==> src/rtl/id_branch_stage.sv <==
// IF/ID pipeline register with ID-stage control-flow resolution (beq, bne, j, jal, jr).
// A taken redirect squashes the wrong-path fetch; a hazard stall holds the register and defers the branch.
module id_branch_stage #(
    parameter int CNT_W = 16
) (
    input  logic             clk,
    input  logic             rst,
    input  logic [31:0]      Instruction_F,
    input  logic [31:0]      PcPlus4_F,
    input  logic             stall_D,
    input  logic [31:0]      rs_data_D,
    input  logic [31:0]      rt_data_D,
    output logic [31:0]      Instruction_D,
    output logic [31:0]      PcPlus4_D,
    output logic             valid_D,
    output logic [4:0]       rs_addr_D,
    output logic [4:0]       rt_addr_D,
    output logic             branch,
    output logic [31:0]      pc_branch,
    output logic [CNT_W-1:0] branch_count,
    output logic [CNT_W-1:0] stall_count
);

    localparam logic [5:0] OP_RTYPE = 6'b000000;
    localparam logic [5:0] OP_J     = 6'b000010;
    localparam logic [5:0] OP_JAL   = 6'b000011;
    localparam logic [5:0] OP_BEQ   = 6'b000100;
    localparam logic [5:0] OP_BNE   = 6'b000101;
    localparam logic [5:0] FN_JR    = 6'b001000;
    localparam logic [CNT_W-1:0] CNT_MAX = {CNT_W{1'b1}};

    logic [31:0]      instr_q, instr_d;
    logic [31:0]      pc4_q, pc4_d;
    logic             valid_q, valid_d;
    logic [CNT_W-1:0] bcnt_q, bcnt_d;
    logic [CNT_W-1:0] scnt_q, scnt_d;

    logic [5:0]       op;
    logic [5:0]       funct;
    logic [31:0]      br_offset;
    logic             taken;
    logic [31:0]      target;
    logic             branch_w;

    assign op        = instr_q[31:26];
    assign funct     = instr_q[5:0];
    assign br_offset = {{14{instr_q[15]}}, instr_q[15:0], 2'b00};

    always_comb begin
        taken  = 1'b0;
        target = 32'd0;
        case (op)
            OP_BEQ: begin
                taken  = (rs_data_D == rt_data_D);
                target = pc4_q + br_offset;
            end
            OP_BNE: begin
                taken  = (rs_data_D != rt_data_D);
                target = pc4_q + br_offset;
            end
            OP_J, OP_JAL: begin
                taken  = 1'b1;
                target = {pc4_q[31:28], instr_q[25:0], 2'b00};
            end
            OP_RTYPE: begin
                if (funct == FN_JR) begin
                    taken  = 1'b1;
                    target = rs_data_D;
                end
            end
            default: begin
                taken  = 1'b0;
                target = 32'd0;
            end
        endcase
    end

    // valid_D marks a real instruction in ID; branch is a one-cycle request that
    // fetch must obey at the next edge, and is held off while stall_D is high.
    assign branch_w = taken & valid_q & ~stall_D;

    always_comb begin
        instr_d = instr_q;
        pc4_d   = pc4_q;
        valid_d = valid_q;
        bcnt_d  = bcnt_q;
        scnt_d  = scnt_q;
        if (branch_w) begin
            instr_d = 32'd0;
            pc4_d   = 32'd0;
            valid_d = 1'b0;
        end else if (!stall_D) begin
            instr_d = Instruction_F;
            pc4_d   = PcPlus4_F;
            valid_d = 1'b1;
        end
        if (branch_w && (bcnt_q != CNT_MAX)) begin
            bcnt_d = bcnt_q + CNT_W'(1);
        end
        if (stall_D && valid_q && (scnt_q != CNT_MAX)) begin
            scnt_d = scnt_q + CNT_W'(1);
        end
    end

    always_ff @(posedge clk or posedge rst) begin
        if (rst) begin
            instr_q <= 32'd0;
            pc4_q   <= 32'd0;
            valid_q <= 1'b0;
            bcnt_q  <= '0;
            scnt_q  <= '0;
        end else begin
            instr_q <= instr_d;
            pc4_q   <= pc4_d;
            valid_q <= valid_d;
            bcnt_q  <= bcnt_d;
            scnt_q  <= scnt_d;
        end
    end

    assign Instruction_D = instr_q;
    assign PcPlus4_D     = pc4_q;
    assign valid_D       = valid_q;
    assign rs_addr_D     = instr_q[25:21];
    assign rt_addr_D     = instr_q[20:16];
    assign branch        = branch_w;
    assign pc_branch     = branch_w ? target : 32'd0;
    assign branch_count  = bcnt_q;
    assign stall_count   = scnt_q;

endmodule

==> config.mk <==
export PLATFORM = sky130hd
export DESIGN_NAME = id_branch_stage
export DESIGN_NICKNAME = d
export VERILOG_FILES = /design/src/rtl/id_branch_stage.sv
export SDC_FILE = /design/constraint.sdc
export NUM_CORES = 1
export LEC_CHECK = 0
export ABC_AREA = 1
export BUFFER_PORTS_ARGS = -buffer_cell sky130_fd_sc_hd__buf_4
export CAP_MARGIN = 20
export CORE_MARGIN = 2
export CORE_UTILIZATION = 51
export CTS_BUF_LIST = sky130_fd_sc_hd__clkbuf_16
export DETAILED_ROUTE_END_ITERATION = 6
export PLACE_DENSITY_LB_ADDON = 0.1
export SYNTH_ARGS = -nofsm -noshare
export SYNTH_HDL_FRONTEND = slang
export SYNTH_SLANG_ARGS = --single-unit
==> constraint.sdc <==
create_clock -name clk -period 3.5 [get_ports clk]
set_input_delay 0 -clock clk [delete_from_list [all_inputs] [get_ports clk]]
set_output_delay 0 -clock clk [all_outputs]
set_load 0.02 [all_outputs]
==> results of run 1 <==
-- placed cells by master (no fill, tap or decap), types with 33 or more instances in the layout --
cell           instances
nand2_1              391
buf_4                278
nand3_1              136
inv_1                113
dfrtp_1               97
nor2_1                80
dlygate4sd3_1         65
a21oi_1               53
xnor2_1               36
nand4_1               33
-- per-layer routing --
layer	wire [µm]	vias to the layer above	track usage
met2	13400	333	0.596
met1	10800	4102	0.425
met5	0	-	0
met3	1650	52	0.0455
met4	834	0	0.122
li1	-	4310	-
-- cells by family after synthesis --
kind of cell | Yosys count | share of synthesized area
AO/OA/AOI/OAI | 114 | 0.0903
XOR/XNOR | 52 | 0.0603
adder cells (fa/ha/maj) | 32 | 0.0540
buffers and inverters | 164 | 0.0921
flip-flops | 97 | 0.321
AND/OR/NAND/NOR | 675 | 0.382
-- worst max-delay path by stage --
| stage | startpoint | to | slack (ps) | depth (start not counted) |
|---|---|---|---|---|
| after global placement | Instruction_D[15] | pc_branch[27] | 940 | 10 |
| after global routing | Instruction_D[15] | pc_branch[31] | 230 | 10 |
| final | Instruction_D[15] | pc_branch[27] | 420 | 10 |
| after CTS | Instruction_D[15] | pc_branch[27] | 450 | 10 |
| after detailed placement | Instruction_D[15] | pc_branch[27] | 870 | 10 |
| after floorplan | rst | Instruction_D[0] | 970 | 1 |
-- metrics by stage --
stage	instance area, µm²	setup slack (ps)
after floorplan	7550	966
after global routing	10600	228
after detailed placement	9650	872
after CTS	10600	451
after global placement	9650	937
final	10600	418
-- synth_stat cells, drive strengths merged (2+ instances only) --
cell type,n,area (µm²)
nor3b,2,20.0
dfrtp,97,2430
nand4,33,206
inv,116,435
ha,31,388
a21oi,56,292
buf,26,178
nand3b,3,22.5
a21o,3,22.5
a22oi,26,195
nor3,12,71.3
xnor2,36,315
a221oi,2,17.5
nor2,82,310
or2,9,56.3
nand3,137,691
clkbuf,22,82.6
o21ai,17,85.1
o21bai,3,22.5
nand2,392,1470
xor2,16,140
nor4,3,18.8
o22ai,2,12.5
a31oi,3,18.8
-- power by group through the flow --
stage | registers (mW) | clock network, mW | logic [mW]
floorplan | 1.48 | 0 | 0.670
global placement | 1.39 | 0 | 1.26
detailed placement | 1.39 | 0 | 1.28
CTS | 1.37 | 0.968 | 1.34
global route | 1.39 | 1.01 | 1.49
finish | 1.37 | 0.952 | 1.35
-- layout make-up --
cell class,instances,share of cell area
Multi-Input combinational cell,873,0.421
Clock buffer,9,0.0213
Tap cell,184,0.0218
Timing Repair Buffer,344,0.261
Sequential cell,97,0.230
Clock inverter,7,0.00414
Inverter,116,0.0414
-- worst max-delay path, delay by kind of cell (launching register included) --
family / cells / cell delay, ps
AOI/OAI and AO/OA: 3 / 640
adders and majority gates: 1 / 540
buffers and inverters: 2 / 250
DFF: 1 / 680
and+or+nand+nor: 4 / 590
-- flip-flops by register name, indices dropped and copies added, names as in the netlist --
| name | count |
|---|---|
| PcPlus4_D | 32 |
| Instruction_D | 32 |
| valid_D | 1 |
| stall_count | 16 |
| branch_count | 16 |
==> results.json, run 1 <==
{
  "hp-start": "stall_D",
  "p_sw_mw": 1.40,
  "cts_setup_buffers": 0,
  "yosys_warnings": 0,
  "final_cells": 1630,
  "multi_input_area_mm2": 0.00444,
  "critPathLaunchType": "flop",
  "finalWirelength_um": 26700,
  "cts_tree": "yes",
  "antenna_cells": 0,
  "switching_share": 0.381,
  "gp_congestion": 0.971,
  "leakage_nw": 5.62,
  "drtIter0Drc": 662,
  "setup_viol_count_final": 0,
  "synth_fp_nets": 1297,
  "power_mw": 3.68,
  "start_util": 0.522,
  "max_slew_margin": 0.388,
  "cts_max_level": 3,
  "place.port_buffers": 270,
  "nFillCells": 1264,
  "track_usage": 0.338,
  "grt_pass1_vias": 8556,
  "fin_crit_ps": 3080,
  "grt_max_degree": 74,
  "hold_buffers": 65,
  "die_w_um": 126,
  "fmax_mhz": 325,
  "drive_gt1_frac": 0.218,
  "cts_buffers": 9,
  "min_path_cells": 3,
  "r2r_cells": 9,
  "fin_crit_sh": 0.880,
  "syn_area_per_cell_um2": 6.66,
  "cts.sinks": 97,
  "hold_viol": 0,
  "clk-insertion-delay-late_ps": 370,
  "syn_inst": 1134,
  "max_stage_delay_ps": 680,
  "viasPerCell": 5.40,
  "p_comb_frac": 0.367,
  "p_clk_frac": 0.259,
  "critical_path_class": "reg2out",
  "worst_pin_slew_ps": 918,
  "crit_chain": "ha_1 > nand2_1 > nor2_1 > inv_1 > o21ai_0 > a21oi_1 > nand3_1 > nand3_1 > a21oi_1 > buf_4",
  "ant_nets": 0,
  "dp_hpwl_um": 19500,
  "fin_util": 0.730,
  "critPathMaxFanout": 18,
  "core_mm2": 0.0145,
  "hold_class": "in2reg",
  "die_h_um": 126,
  "skew_ps": 9.89,
  "cap_viol_max_count": 0,
  "num_rows": 44,
  "cts_buffer_depth": 2,
  "grt_pass1_wl_um": 43100,
  "setup_tns_ps": 0,
  "synth.distinct_cells": 39,
  "rrSetupSlack_ps": 1170,
  "io_pins": 271,
  "vdd_drop_max_uv": 462,
  "ys_seq_area_frac": 0.321,
  "async_flop_share": 1.00,
  "whs_endpoint": "Instruction_D[8]",
  "synth_area_mm2": 0.00755,
  "die_area_mm2": 0.0158,
  "grt-ovfl-total": 0,
  "syn_to_final_growth_pct": 39.9,
  "cts-root-buf": "clkbuf_16",
  "clk_pin_slew_worst_paths_ps": 70,
  "synth-edff-count": 0,
  "fin_nets": 1604,
  "drc": 0,
  "rsz0062_at_grt": "false",
  "powerDensity_mw_per_mm2": 348,
  "layout.area.seq_mm2": 0.00243,
  "crit_slowest_cell": "dfrtp_1",
  "end_kind": "output port",
  "via_count": 8797,
  "grt_antenna_before_repair": 0,
  "crit_arrival_ps": 3080,
  "whs_ps": 53.6,
  "required_ps": 3500,
  "pwr-share-seq": 0.374,
  "cts.repair.resized": 0,
  "slew_violations": 0,
  "reg2reg_to": "branch_count[14]",
  "dp_cells": 1549,
  "r2r_start": "branch_count[0]",
  "synth_ff_type": "dfrtp_1",
  "wl_per_cell_um": 16.4,
  "ys_ff_latch": 97,
  "status": "finished, final reports clean",
  "p_int_mw": 2.27,
  "first_pass_iters": 5
}
(Power assumes the default switching activity.)
==> run 2, diff against run 1 <==
==> constraint.sdc (replaced) <==
create_clock -name clk -period 3.5 [get_ports clk]
set_input_delay 0.525 -clock clk [delete_from_list [all_inputs] [get_ports clk]]
set_output_delay 0.525 -clock clk [all_outputs]
set_load 0.02 [all_outputs]
==> run 2 against run 1 <==
  * Setup slack lost 230 ps
  * Sequential cell count did not move
  * Utilization down 4.0 points
  * Critical path type unchanged
  * Register-to-register slack barely moved
  * Hold slack improved by 270 ps
  * Maximum frequency down 6.9%
==> results.json, run 2 (synthesized netlist as in run 1, its figures left out) <==
{
  "cts_buffer_depth": 2,
  "layout_commonest_cell": "nand2_1",
  "wl_per_cell_um": 16.4,
  "grt_antenna_before_repair": 0,
  "cts.sinks": 97,
  "crit_slowest_cell": "dfrtp_1",
  "status": "finished, final reports clean",
  "hold_class": "in2async",
  "cts_buffers": 9,
  "grt_max_degree": 67,
  "fin_nets": 1545,
  "end_kind": "output port",
  "max_stage_delay_ps": 410,
  "viasPerCell": 5.41,
  "io_pins": 271,
  "clk_pin_slew_worst_paths_ps": 80,
  "drc": 0,
  "crit_arrival_ps": 2790,
  "antenna_cells": 0,
  "syn_to_final_growth_pct": 32.3,
  "num_rows": 44,
  "fin_crit_sh": 0.946,
  "reg2reg_to": "branch_count[0]",
  "skew_ps": 11.3,
  "core_mm2": 0.0145,
  "worst_pin_slew_ps": 770,
  "cap_viol_max_count": 0,
  "hold_buffers": 0,
  "cts-root-buf": "clkbuf_16",
  "required_ps": 2970,
  "leakage_nw": 5.39,
  "critPathLaunchType": "flop",
  "dp_hpwl_um": 20000,
  "worst_slack_ps": 189,
  "r2r_start": "branch_count[0]",
  "start_util": 0.522,
  "cts_max_level": 3,
  "powerDensity_mw_per_mm2": 366,
  "ant_nets": 0,
  "finalWirelength_um": 25700,
  "die_h_um": 126,
  "setup_tns_ps": 0,
  "via_count": 8502,
  "slew_violations": 0,
  "drtIter0Drc": 652,
  "grt_pass1_vias": 7982,
  "hold_viol": 0,
  "fin_crit_ps": 3310,
  "critPathBufInv": 3,
  "grt_pass1_wl_um": 40600,
  "grt-ovfl-total": 0,
  "critical_path_class": "reg2out",
  "gp_congestion": 0.951,
  "critPathMaxFanout": 5,
  "die_w_um": 126,
  "cpMostUsedCell": "nand3_1",
  "cts_tree": "yes",
  "vdd_drop_max_uv": 443,
  "rsz0062_at_grt": "false",
  "fmax_mhz": 302,
  "track_usage": 0.319,
  "first_pass_iters": 5,
  "max_slew_margin": 0.487,
  "clk-insertion-delay-late_ps": 360,
  "rrSetupSlack_ps": 1160,
  "die_area_mm2": 0.0158,
  "r2r_cells": 9,
  "crit_chain": "ha_1 > inv_1 > fa_1 > inv_1 > nand3_1 > nand3_2 > nand2_1 > nand3_1 > nand3_1 > nand4_1 > nand3_1 > a21oi_1 > buf_4",
  "whs_ps": 320,
  "drive_gt1_frac": 0.236,
  "setup_viol_count_final": 0,
  "crit_family": "simple AND/OR/NAND/NOR gates",
  "place.port_buffers": 270,
  "mostFrequentLayoutCells": "nand2_1 (391), buf_4 (284), nand3_1 (135)",
  "dpl_worst_slack_ps": 441
}
-- run 2: changes by cell type in the layout (fill, tap and decap cells not counted), sizes merged --
cell | previous run | this run
clkinvlp | 2 | 1
dlygate4sd3 | 65 | 0
clkinv | 2 | 3
buf | 279 | 285
-- run 2: area by class of cell --
type	count	area, µm²
fillers	1363	4490
flip-flops and latches	97	2430
repair buffers	285	2150
clock inverters	7	61.3
clock buffers	9	225
well taps	184	230
multi-input cells	873	4450
inverters	116	438
-- run 2: worst max path at each step --
stage	slack, ps	from	cells after the start	endpoint
finish	190	Instruction_D[0]	13	pc_branch[26]
global route	9	Instruction_D[15]	11	pc_branch[27]
CTS	140	Instruction_D[15]	11	pc_branch[27]
detailed placement	440	rt_data_D[3]	12	pc_branch[9]
global placement	510	rt_data_D[3]	12	pc_branch[9]
floorplan	440	rst	1	Instruction_D[0]
-- run 2: per-stage QoR --
step           utilization  total power, mW  instances  instance area [µm²]
2_1_floorplan            -             2.15       1134                 7550
3_3_place_gp         0.669             2.66       1555                 9690
3_5_place_dp         0.669             2.67       1555                 9690
4_1_cts              0.689             3.66       1571                 9980
5_1_grt              0.690             3.86       1571                 9990
6_report             0.690             3.65       1571                 9990
-- run 2: per-layer routing --
metal  GRT usage  vias up  wire length (µm)
met5           0        -                 0
met4       0.135        0              1010
met3      0.0565       60              1510
met2       0.533      284             12400
met1       0.410     3965             10800
li1            -     4193                 -
-- run 2: power by group --
part           internal, mW  switching (mW)  total, mW
sequential             1.22           0.143       1.37
clock                 0.497           0.487      0.984
combinational         0.527           0.773       1.30
-- run 2: repair_timing --
| item | in CTS | in global routing |
|---|---|---|
| setup endpoints to repair | 0 | 7 |
| endpoints found under the hold margin | 0 | 0 |
| buffers inserted | 0 | 0 |
| resized for setup | 0 | 4 |
